**config.mk**
```make
export PLATFORM = sky130hd
export DESIGN_NAME = alu_seq_param
export DESIGN_NICKNAME = d
export VERILOG_FILES = /design/src/rtl/alu_seq_param.sv
export SDC_FILE = /design/constraint.sdc
export NUM_CORES = 1
export LEC_CHECK = 0
export ABC_AREA = 1
export BUFFER_PORTS_ARGS = -buffer_cell sky130_fd_sc_hd__buf_2
export CAP_MARGIN = 20
export CORE_MARGIN = 8
export CORE_UTILIZATION = 56
export CTS_CLUSTER_DIAMETER = 60
export DETAILED_ROUTE_END_ITERATION = 10
export PLACE_DENSITY = 0.89
export SYNTH_ARGS = -nofsm -noshare
export SYNTH_HDL_FRONTEND = slang
export SYNTH_SLANG_ARGS = --single-unit
export TNS_END_PERCENT = 5
```
**constraint.sdc**
```tcl
create_clock -name clk -period 2.25 [get_ports clk]
set_input_delay 0.3375 -clock clk [delete_from_list [all_inputs] [get_ports clk]]
set_output_delay 0.3375 -clock clk [all_outputs]
set_load 0.005 [all_outputs]
```
**src/rtl/alu_seq_param.sv**
```systemverilog
// Handshaked EX-stage ALU: single-cycle ADD/NOT/AND/OR/BEQ/BNE, iterative one-bit-per-cycle ASR/SHL.
// Result, flags and branch decision are registered and held while the consumer stalls.
module alu_seq_param #(
    parameter int WIDTH = 8
) (
    input  logic             clk,
    input  logic             reset,
    input  logic             in_valid,
    output logic             in_ready,
    input  logic [2:0]       op,
    input  logic [WIDTH-1:0] a,
    input  logic [WIDTH-1:0] b,
    output logic             out_valid,
    input  logic             out_ready,
    output logic [WIDTH-1:0] f,
    output logic             ovf,
    output logic             carry,
    output logic             zero,
    output logic             take_branch,
    output logic             busy
);

    localparam int SHW = $clog2(WIDTH);

    localparam logic [1:0] ST_IDLE  = 2'd0;
    localparam logic [1:0] ST_SHIFT = 2'd1;
    localparam logic [1:0] ST_DONE  = 2'd2;

    localparam logic [2:0] OP_ADD = 3'd0;
    localparam logic [2:0] OP_NOT = 3'd1;
    localparam logic [2:0] OP_AND = 3'd2;
    localparam logic [2:0] OP_OR  = 3'd3;
    localparam logic [2:0] OP_ASR = 3'd4;
    localparam logic [2:0] OP_SHL = 3'd5;
    localparam logic [2:0] OP_BEQ = 3'd6;
    localparam logic [2:0] OP_BNE = 3'd7;

    localparam logic [SHW-1:0]   CNT_ZERO = {SHW{1'b0}};
    localparam logic [SHW-1:0]   CNT_ONE  = {{(SHW-1){1'b0}}, 1'b1};
    localparam logic [WIDTH-1:0] F_ZERO   = {WIDTH{1'b0}};

    // Signed overflow: operands agree in sign but the result does not.
    function automatic logic add_ovf(input logic a_msb, input logic b_msb, input logic s_msb);
        return (a_msb == b_msb) && (s_msb != a_msb);
    endfunction

    logic [1:0]       state_q, state_d;
    logic [WIDTH-1:0] f_q, f_d;
    logic             ovf_q, ovf_d;
    logic             carry_q, carry_d;
    logic             zero_q, zero_d;
    logic             take_q, take_d;
    logic [SHW-1:0]   cnt_q, cnt_d;
    logic             shl_q, shl_d;

    logic [WIDTH:0]   sum_s;
    logic [SHW-1:0]   dist_s;
    logic             accept_s;

    assign sum_s     = {1'b0, a} + {1'b0, b};
    assign dist_s    = b[SHW-1:0];
    assign in_ready  = (state_q == ST_IDLE) || ((state_q == ST_DONE) && out_ready);
    assign accept_s  = in_valid && in_ready;

    assign out_valid   = (state_q == ST_DONE);
    assign busy        = (state_q != ST_IDLE);
    assign f           = f_q;
    assign ovf         = ovf_q;
    assign carry       = carry_q;
    assign zero        = zero_q;
    assign take_branch = take_q;

    // Next-state, result and flag computation; f_q doubles as the shift work register.
    always_comb begin
        state_d = state_q;
        f_d     = f_q;
        ovf_d   = ovf_q;
        carry_d = carry_q;
        take_d  = take_q;
        cnt_d   = cnt_q;
        shl_d   = shl_q;
        case (state_q)
            ST_IDLE, ST_DONE: begin
                if (accept_s) begin
                    ovf_d   = 1'b0;
                    carry_d = 1'b0;
                    take_d  = 1'b0;
                    state_d = ST_DONE;
                    case (op)
                        OP_ADD: begin
                            f_d     = sum_s[WIDTH-1:0];
                            carry_d = sum_s[WIDTH];
                            ovf_d   = add_ovf(a[WIDTH-1], b[WIDTH-1], sum_s[WIDTH-1]);
                        end
                        OP_NOT: f_d = ~b;
                        OP_AND: f_d = a & b;
                        OP_OR:  f_d = a | b;
                        OP_ASR, OP_SHL: begin
                            f_d   = a;
                            shl_d = (op == OP_SHL);
                            cnt_d = dist_s;
                            if (dist_s != CNT_ZERO) begin
                                state_d = ST_SHIFT;
                            end else begin
                                state_d = ST_DONE;
                            end
                        end
                        OP_BEQ: begin
                            f_d    = F_ZERO;
                            take_d = (a == b);
                        end
                        OP_BNE: begin
                            f_d    = F_ZERO;
                            take_d = (a != b);
                        end
                        default: f_d = F_ZERO;
                    endcase
                end else if ((state_q == ST_DONE) && out_ready) begin
                    state_d = ST_IDLE;
                end else begin
                    state_d = state_q;
                end
            end
            ST_SHIFT: begin
                if (shl_q) begin
                    f_d = {f_q[WIDTH-2:0], 1'b0};
                end else begin
                    f_d = {f_q[WIDTH-1], f_q[WIDTH-1:1]};
                end
                cnt_d = cnt_q - CNT_ONE;
                if (cnt_q == CNT_ONE) begin
                    state_d = ST_DONE;
                end else begin
                    state_d = ST_SHIFT;
                end
            end
            default: state_d = ST_IDLE;
        endcase
        zero_d = (f_d == F_ZERO);
    end

    // Control state: FSM state, remaining shift distance and shift direction.
    always_ff @(posedge clk) begin
        if (reset) begin
            state_q <= ST_IDLE;
            cnt_q   <= CNT_ZERO;
            shl_q   <= 1'b0;
        end else begin
            state_q <= state_d;
            cnt_q   <= cnt_d;
            shl_q   <= shl_d;
        end
    end

    // Datapath outputs: result, flags and branch decision.
    always_ff @(posedge clk) begin
        if (reset) begin
            f_q     <= F_ZERO;
            ovf_q   <= 1'b0;
            carry_q <= 1'b0;
            zero_q  <= 1'b1;
            take_q  <= 1'b0;
        end else begin
            f_q     <= f_d;
            ovf_q   <= ovf_d;
            carry_q <= carry_d;
            zero_q  <= zero_d;
            take_q  <= take_d;
        end
    end

endmodule

```
**After elaboration in Yosys (flattened, before gate mapping)**

Cells that the tools add are included.

- Bits in latches: 0
- Output and inout bits: 15
- ROM bits: 0
- Memories kept: 0
- Input bits: 23
- Logic and storage cells: 62
- RAM bits: 0
- Flip-flop bits (word level): 18

- Multiplexer cells: 16
- Equality and inequality tests: 17
- Shifts and indexed selects: 0
- Bitwise operators: 3
- Add/sub/neg operators: 2
- Order comparisons: 0
- Div/mod/pow operators: 0
- Reduce and logical (&&, ||, !) cells: 16
- Multipliers: 0

Operators with widths:

| operator | number |
|---|---|
| case mux 8 bit (6 select lines) | 1 |
| 2-to-1 mux 8 bit | 2 |
| case mux 8 bit (2 select lines) | 1 |
| equality test 3 bit, second input constant | 4 |
| 2-to-1 mux 2 bit | 5 |
| adder 8 x 8 -> 9 bit | 1 |
| bitwise AND 8 bit | 1 |
| equality test 8 bit | 1 |
| zero test 8 bit | 1 |
| inequality test 8 bit | 1 |
| inverter 8 bit | 1 |
| OR 8 bit | 1 |
| equality test 3 x 1 -> 1 bit, second input constant | 2 |
| equality test 3 x 2 -> 1 bit, second input constant | 2 |
| 2-to-1 mux 3 bit | 2 |
| case mux 3 bit (2 select lines) | 1 |
| AND reduction 3 bit | 2 |
| OR reduction 2 bit | 3 |
| case mux 2 bit (2 select lines) | 1 |
| nonzero test 2 bit | 2 |
| logical AND 1 bit | 3 |
| zero test 3 bit | 1 |
| inequality test 3 bit, second input constant | 1 |
| nonzero test 3 bit | 1 |
| 12 further kinds | 13 |

**Depth between registers and ports, before layout**

- Word-level depth: 7
- Gate-level depth with buffers: 17
- Depth with buffers taken out: 17

**Least setup slack after synthesis**

No wires, ideal clock.

- Path type: in2reg
- Start point: input a[0]
- End point: register zero_q, in the netlist zero
- Data required time: 2.137 ns
- Path slack: 0.515 ns
- Stages: 15
- Arrival time: 1.622 ns
- Library setup time: 0.113 ns
- Cell sequence: ha_1 > inv_1 > fa_1 > inv_1 > nand3_1 > nand2_1 > nand2_1 > nand3_1 > nand3_1 > nand2_1 > nand2_1 > nand2_2 > nor2_1 > nand2_1 > nand2_1

- Word-level cells in the longest chain between the ends: 5

RTL lines:

| what | RTL line | RTL |
|---|---|---|
| start: declaration | 11 | `input logic [WIDTH-1:0] a,` |
| adder 8 x 8 -> 9 bit, or another cell as far along | 60 | `assign sum_s = {1'b0, a} + {1'b0, b};` |
| case mux 8 bit (6 select lines) * | 89 | `case (op)` |
| 2-to-1 mux 8 bit * | 84 | `if (accept_s) begin` |
| case mux 8 bit (2 select lines) * | 82 | `case (state_q)` |
| zero test 8 bit * | 139 | `zero_d = (f_d == F_ZERO);` |
| end signal: assignment | 167 | `zero_q <= zero_d;` |
| end: declaration | 51 | `logic zero_q, zero_d;` |

Mark *: on every way between the ends. The rest lies on a longest branch, timed or not.
A chain may end at the register's enable or synchronous reset.

**Worst setup path after layout**

- Start point: input b[0]
- End point: register zero_q, in the netlist zero

- Word-level cells in the longest chain between the ends: 5

RTL lines:

| what | RTL line | RTL |
|---|---|---|
| start: declaration | 12 | `input logic [WIDTH-1:0] b,` |
| adder 8 x 8 -> 9 bit, or another cell as far along | 60 |  |
| case mux 8 bit (6 select lines) * | 89 |  |
| 2-to-1 mux 8 bit * | 84 |  |
| case mux 8 bit (2 select lines) * | 82 |  |
| zero test 8 bit * | 139 |  |

Marked as above.

==> key figures <==
Logic synthesis
  – Yosys reg bits: 18
  – Combinational family with the most area after synthesis: simple AND/OR/NAND/NOR gates
  – Synth Area in Adders: 0.124
  – Post-Synthesis Cells: 342
  – Avg Cell Area, Syn: 5.80 um2
  – Unique masters post-synth: 29
  – Post-synthesis sequential area ratio: 0.182
  – Synthesized net count: between 300 and 400
  – Synth warn: 0
  – Synth Cell Area: between 0.0015 and 0.002 mm2
  – Xor and xnor area share after synthesis: 0
  – Mux cell area share after synthesis: 0
  – Compound-cell area share of the yosys netlist: 0.144
  – Post-Synth Simple-Gate Area: 0.401

STA
  – Setup TNS Final: 0 ns
  – Slew Limit Fails: 0
  – Final period util: 0.803
  – Fin crit period: 1.81 ns
  – Fin Clk Skew: roughly 0.012 ns
  – Max Fclk: 553 MHz
  – RSZ-0062 raised after global routing: no
  – Final Hold Viols: 0
  – Slew Limit Headroom: 0.694
  – Least-Margin Pin Slew: ~0.46 ns
  – Final setup fails: 0

Die
  – Core ar.: roughly 0.0034 mm2
  – Die ar.: 0.00570 mm2
  – Initial Util: 0.590
  – DIE HEIGHT: 75.5 um
  – Die X: between 70 and 80 um
  – IO Count: 38
  – Rows: 21

Route
  – Final ANT Viol Nets: 0
  – Post-route met1 wirelength: about 2400 um
  – Vias per Instance: around 5.4
  – Wire per inst: ~13 um
  – Final WL: roughly 5600 um
  – Detailed Route Iter0 Violations: a little over 300
  – DRT Pass-1 Iters: 5
  – # DRC: 0
  – Vias: about 2,300
  – Metal3 WL: approximately 450 um
  – Highest routed layer: met4
  – Met2 Routed Length: about 2600 um

Clock tree
  – Max clock buf depth: 2
  – Setup bufs post-CTS: 0
  – Clk slew on worst S/H paths: ~0.1 ns
  – Cts repair resizes: 0
  – TritonCTS clock tree: done
  – H-tree depth: 1
  – Skew-Pair Late Insertion Delay: about 0.3 ns
  – Total CTS buffers: 3
  – Clock root buffer: clkbuf_4
  – Sink Count: 18
  – Hold buffer count at CTS: 0

Power
  – Share of power burned in the clock network: 0.217
  – Sw Pwr: 0.364 mW
  – Combinational share of power: 0.397
  – Switching fraction of total power: 0.389
  – Internal power: about 0.57 mW
  – Maximum VDD drop: about 0.38 mV
  – Leak pwr: ~1.2 nW
  – PwrDens: roughly 420 mW/mm2
  – Total power: about 0.94 mW
  – Sequential share of power: 0.386

Cells and area
  – Share of layout cells above drive strength 1: 0.174
  – Syn-to-layout area delta: 12.8%
  – Ant. Diodes: 0
  – Final nets: roughly 420

Setup path
  – CP max stage cell: fa_1
  – Crit-path cells: buf_2 -> ha_1 -> inv_1 -> fa_1 -> inv_1 -> nand2_1 -> nand3_1 -> nand2_1 -> nand2_1 -> nand2_1 -> nand2_1 -> nand2_1 -> nand2_2 -> nand2_1 -> nor2_1 -> nand2_1 -> nand2_1
  – Worst Path Arrival: approximately 2.1 ns
  – CP startpoint: b[0]
  – Critical Path Fanout Max: 4
  – Worst setup EP type: register
  – Largest stage delay on the critical path: just under 0.4 ns
  – Crit path required time: 2.49 ns
  – Critical R2R Launch: state_q[1]
  – Crit path top cell by count: nand2_1
  – Setup CP Type: input port to register
  – Worst Setup Start Kind: input port

Min path
  – Worst Hold Class: input port to register
  – Hold_sp: out_ready

Flow run
  – Max Cap Viol: 0

Global routing
  – Remaining global-route overflow: 0
  – First-pass GRT wire length: about 9300 um
  – Vias in the first global route: approximately 2,100
  – GRT Overall Usage: 0.206
  – Initial antenna violation count: 0
  – Pin count of the biggest net entering global routing: 16

Placed design
  – Placed wire-length estimate: 4420 um
  – Routability cong.: 0.968
  – Buffers on Ports: 37

Outcome
  – Status: finished clean
-- per-stage QoR --
| stage | cells | setup WS, ns | util | hold WS [ns] | area, um2 |
|---|---|---|---|---|---|
| final | 425 | 0.442 | 0.666 | 0.320 | 2240 |
| after global routing | 425 | 0.287 | 0.666 | 0.328 | 2240 |
| after CTS | 425 | 0.471 | 0.666 | 0.314 | 2240 |
| after detailed placement | 421 | 0.164 | 0.655 | 0.458 | 2200 |
| after global placement | 421 | 0.172 | 0.655 | 0.451 | 2200 |
| after floorplan | 342 | 0.515 | - | 0.407 | 1980 |
-- layout by cell type, fill, tap and decap left out, types with 6 or more instances in the layout --
master / n
nand2_1: 92
inv_1: 61
buf_2: 37
nand3_1: 29
nor2_1: 27
o21ai_0: 23
ha_1: 18
dfxtp_1: 18
a21oi_1: 16
o21ai_1: 11
nand4_1: 8
nand2_2: 6
-- registers in the layout (all words and copies together) (netlist names) --
name,flops
zero,1
f,8
take_branch,1
shl_q,1
ovf,1
state_q,2
carry,1
cnt_q,3
-- layout make-up --
class                   count  area, um2
clock buffers               4       36.3
fillers                   342       1120
repair buffers             38        193
inverters                  69        264
multi-input cells         250       1330
well taps                  46       57.6
flip-flops and latches     18        360
-- Yosys cell counts (all sizes together) --
cell	n	share of area
nor2	34	0.083
o21ai	34	0.086
nor3	1	0.0025
a211oi	2	0.0076
fa	1	0.010
nor4	1	0.0032
nand4	8	0.025
inv	67	0.13
nand2	100	0.20
a21oi	17	0.045
dfxtp	18	0.18
ha	18	0.11
clkbuf	1	0.0019
or2	3	0.0095
clkinv	2	0.0038
buf	4	0.015
a31oi	2	0.0063
nand3	29	0.073
-- worst max-delay path, delay by kind of cell --
family                     cells  cell delay [ns]
and+or+nand+nor               12             0.80
adders and majority gates      2             0.62
buffers and inverters          3             0.30
-- worst paths after layout --
check                    end  slack, ns  cells after the start
setup reg to reg        zero       0.57                     12
hold / removal    state_q[1]       0.32                      4
setup / recovery        zero       0.44                     17
hold reg to reg        carry       0.47                      2
-- routing by layer --
metal  vias up  global-route usage
met5         -                   0
met4         0              0.0490
met3        12              0.0395
met2       100               0.340
met1      1042               0.267
li1       1155                   -
-- cells by family (layout without fill, tap and decap cells) --
group	Yosys count	count (layout)
AO/OA/AOI/OAI	55	55
adder cells (fa/ha/maj)	19	19
buffers and inverters	74	111
flip-flops	18	18
AND/OR/NAND/NOR	176	176
-- power by group through the flow --
stage	Combinational, mW	Clock [mW]	Sequential, mW
global route	0.421	0.223	0.365
detailed placement	0.365	0	0.368
floorplan	0.255	0	0.364
global placement	0.359	0	0.367
finish	0.371	0.203	0.361
CTS	0.367	0.207	0.360
No activity file was read; power rests on OpenSTA's default activity.
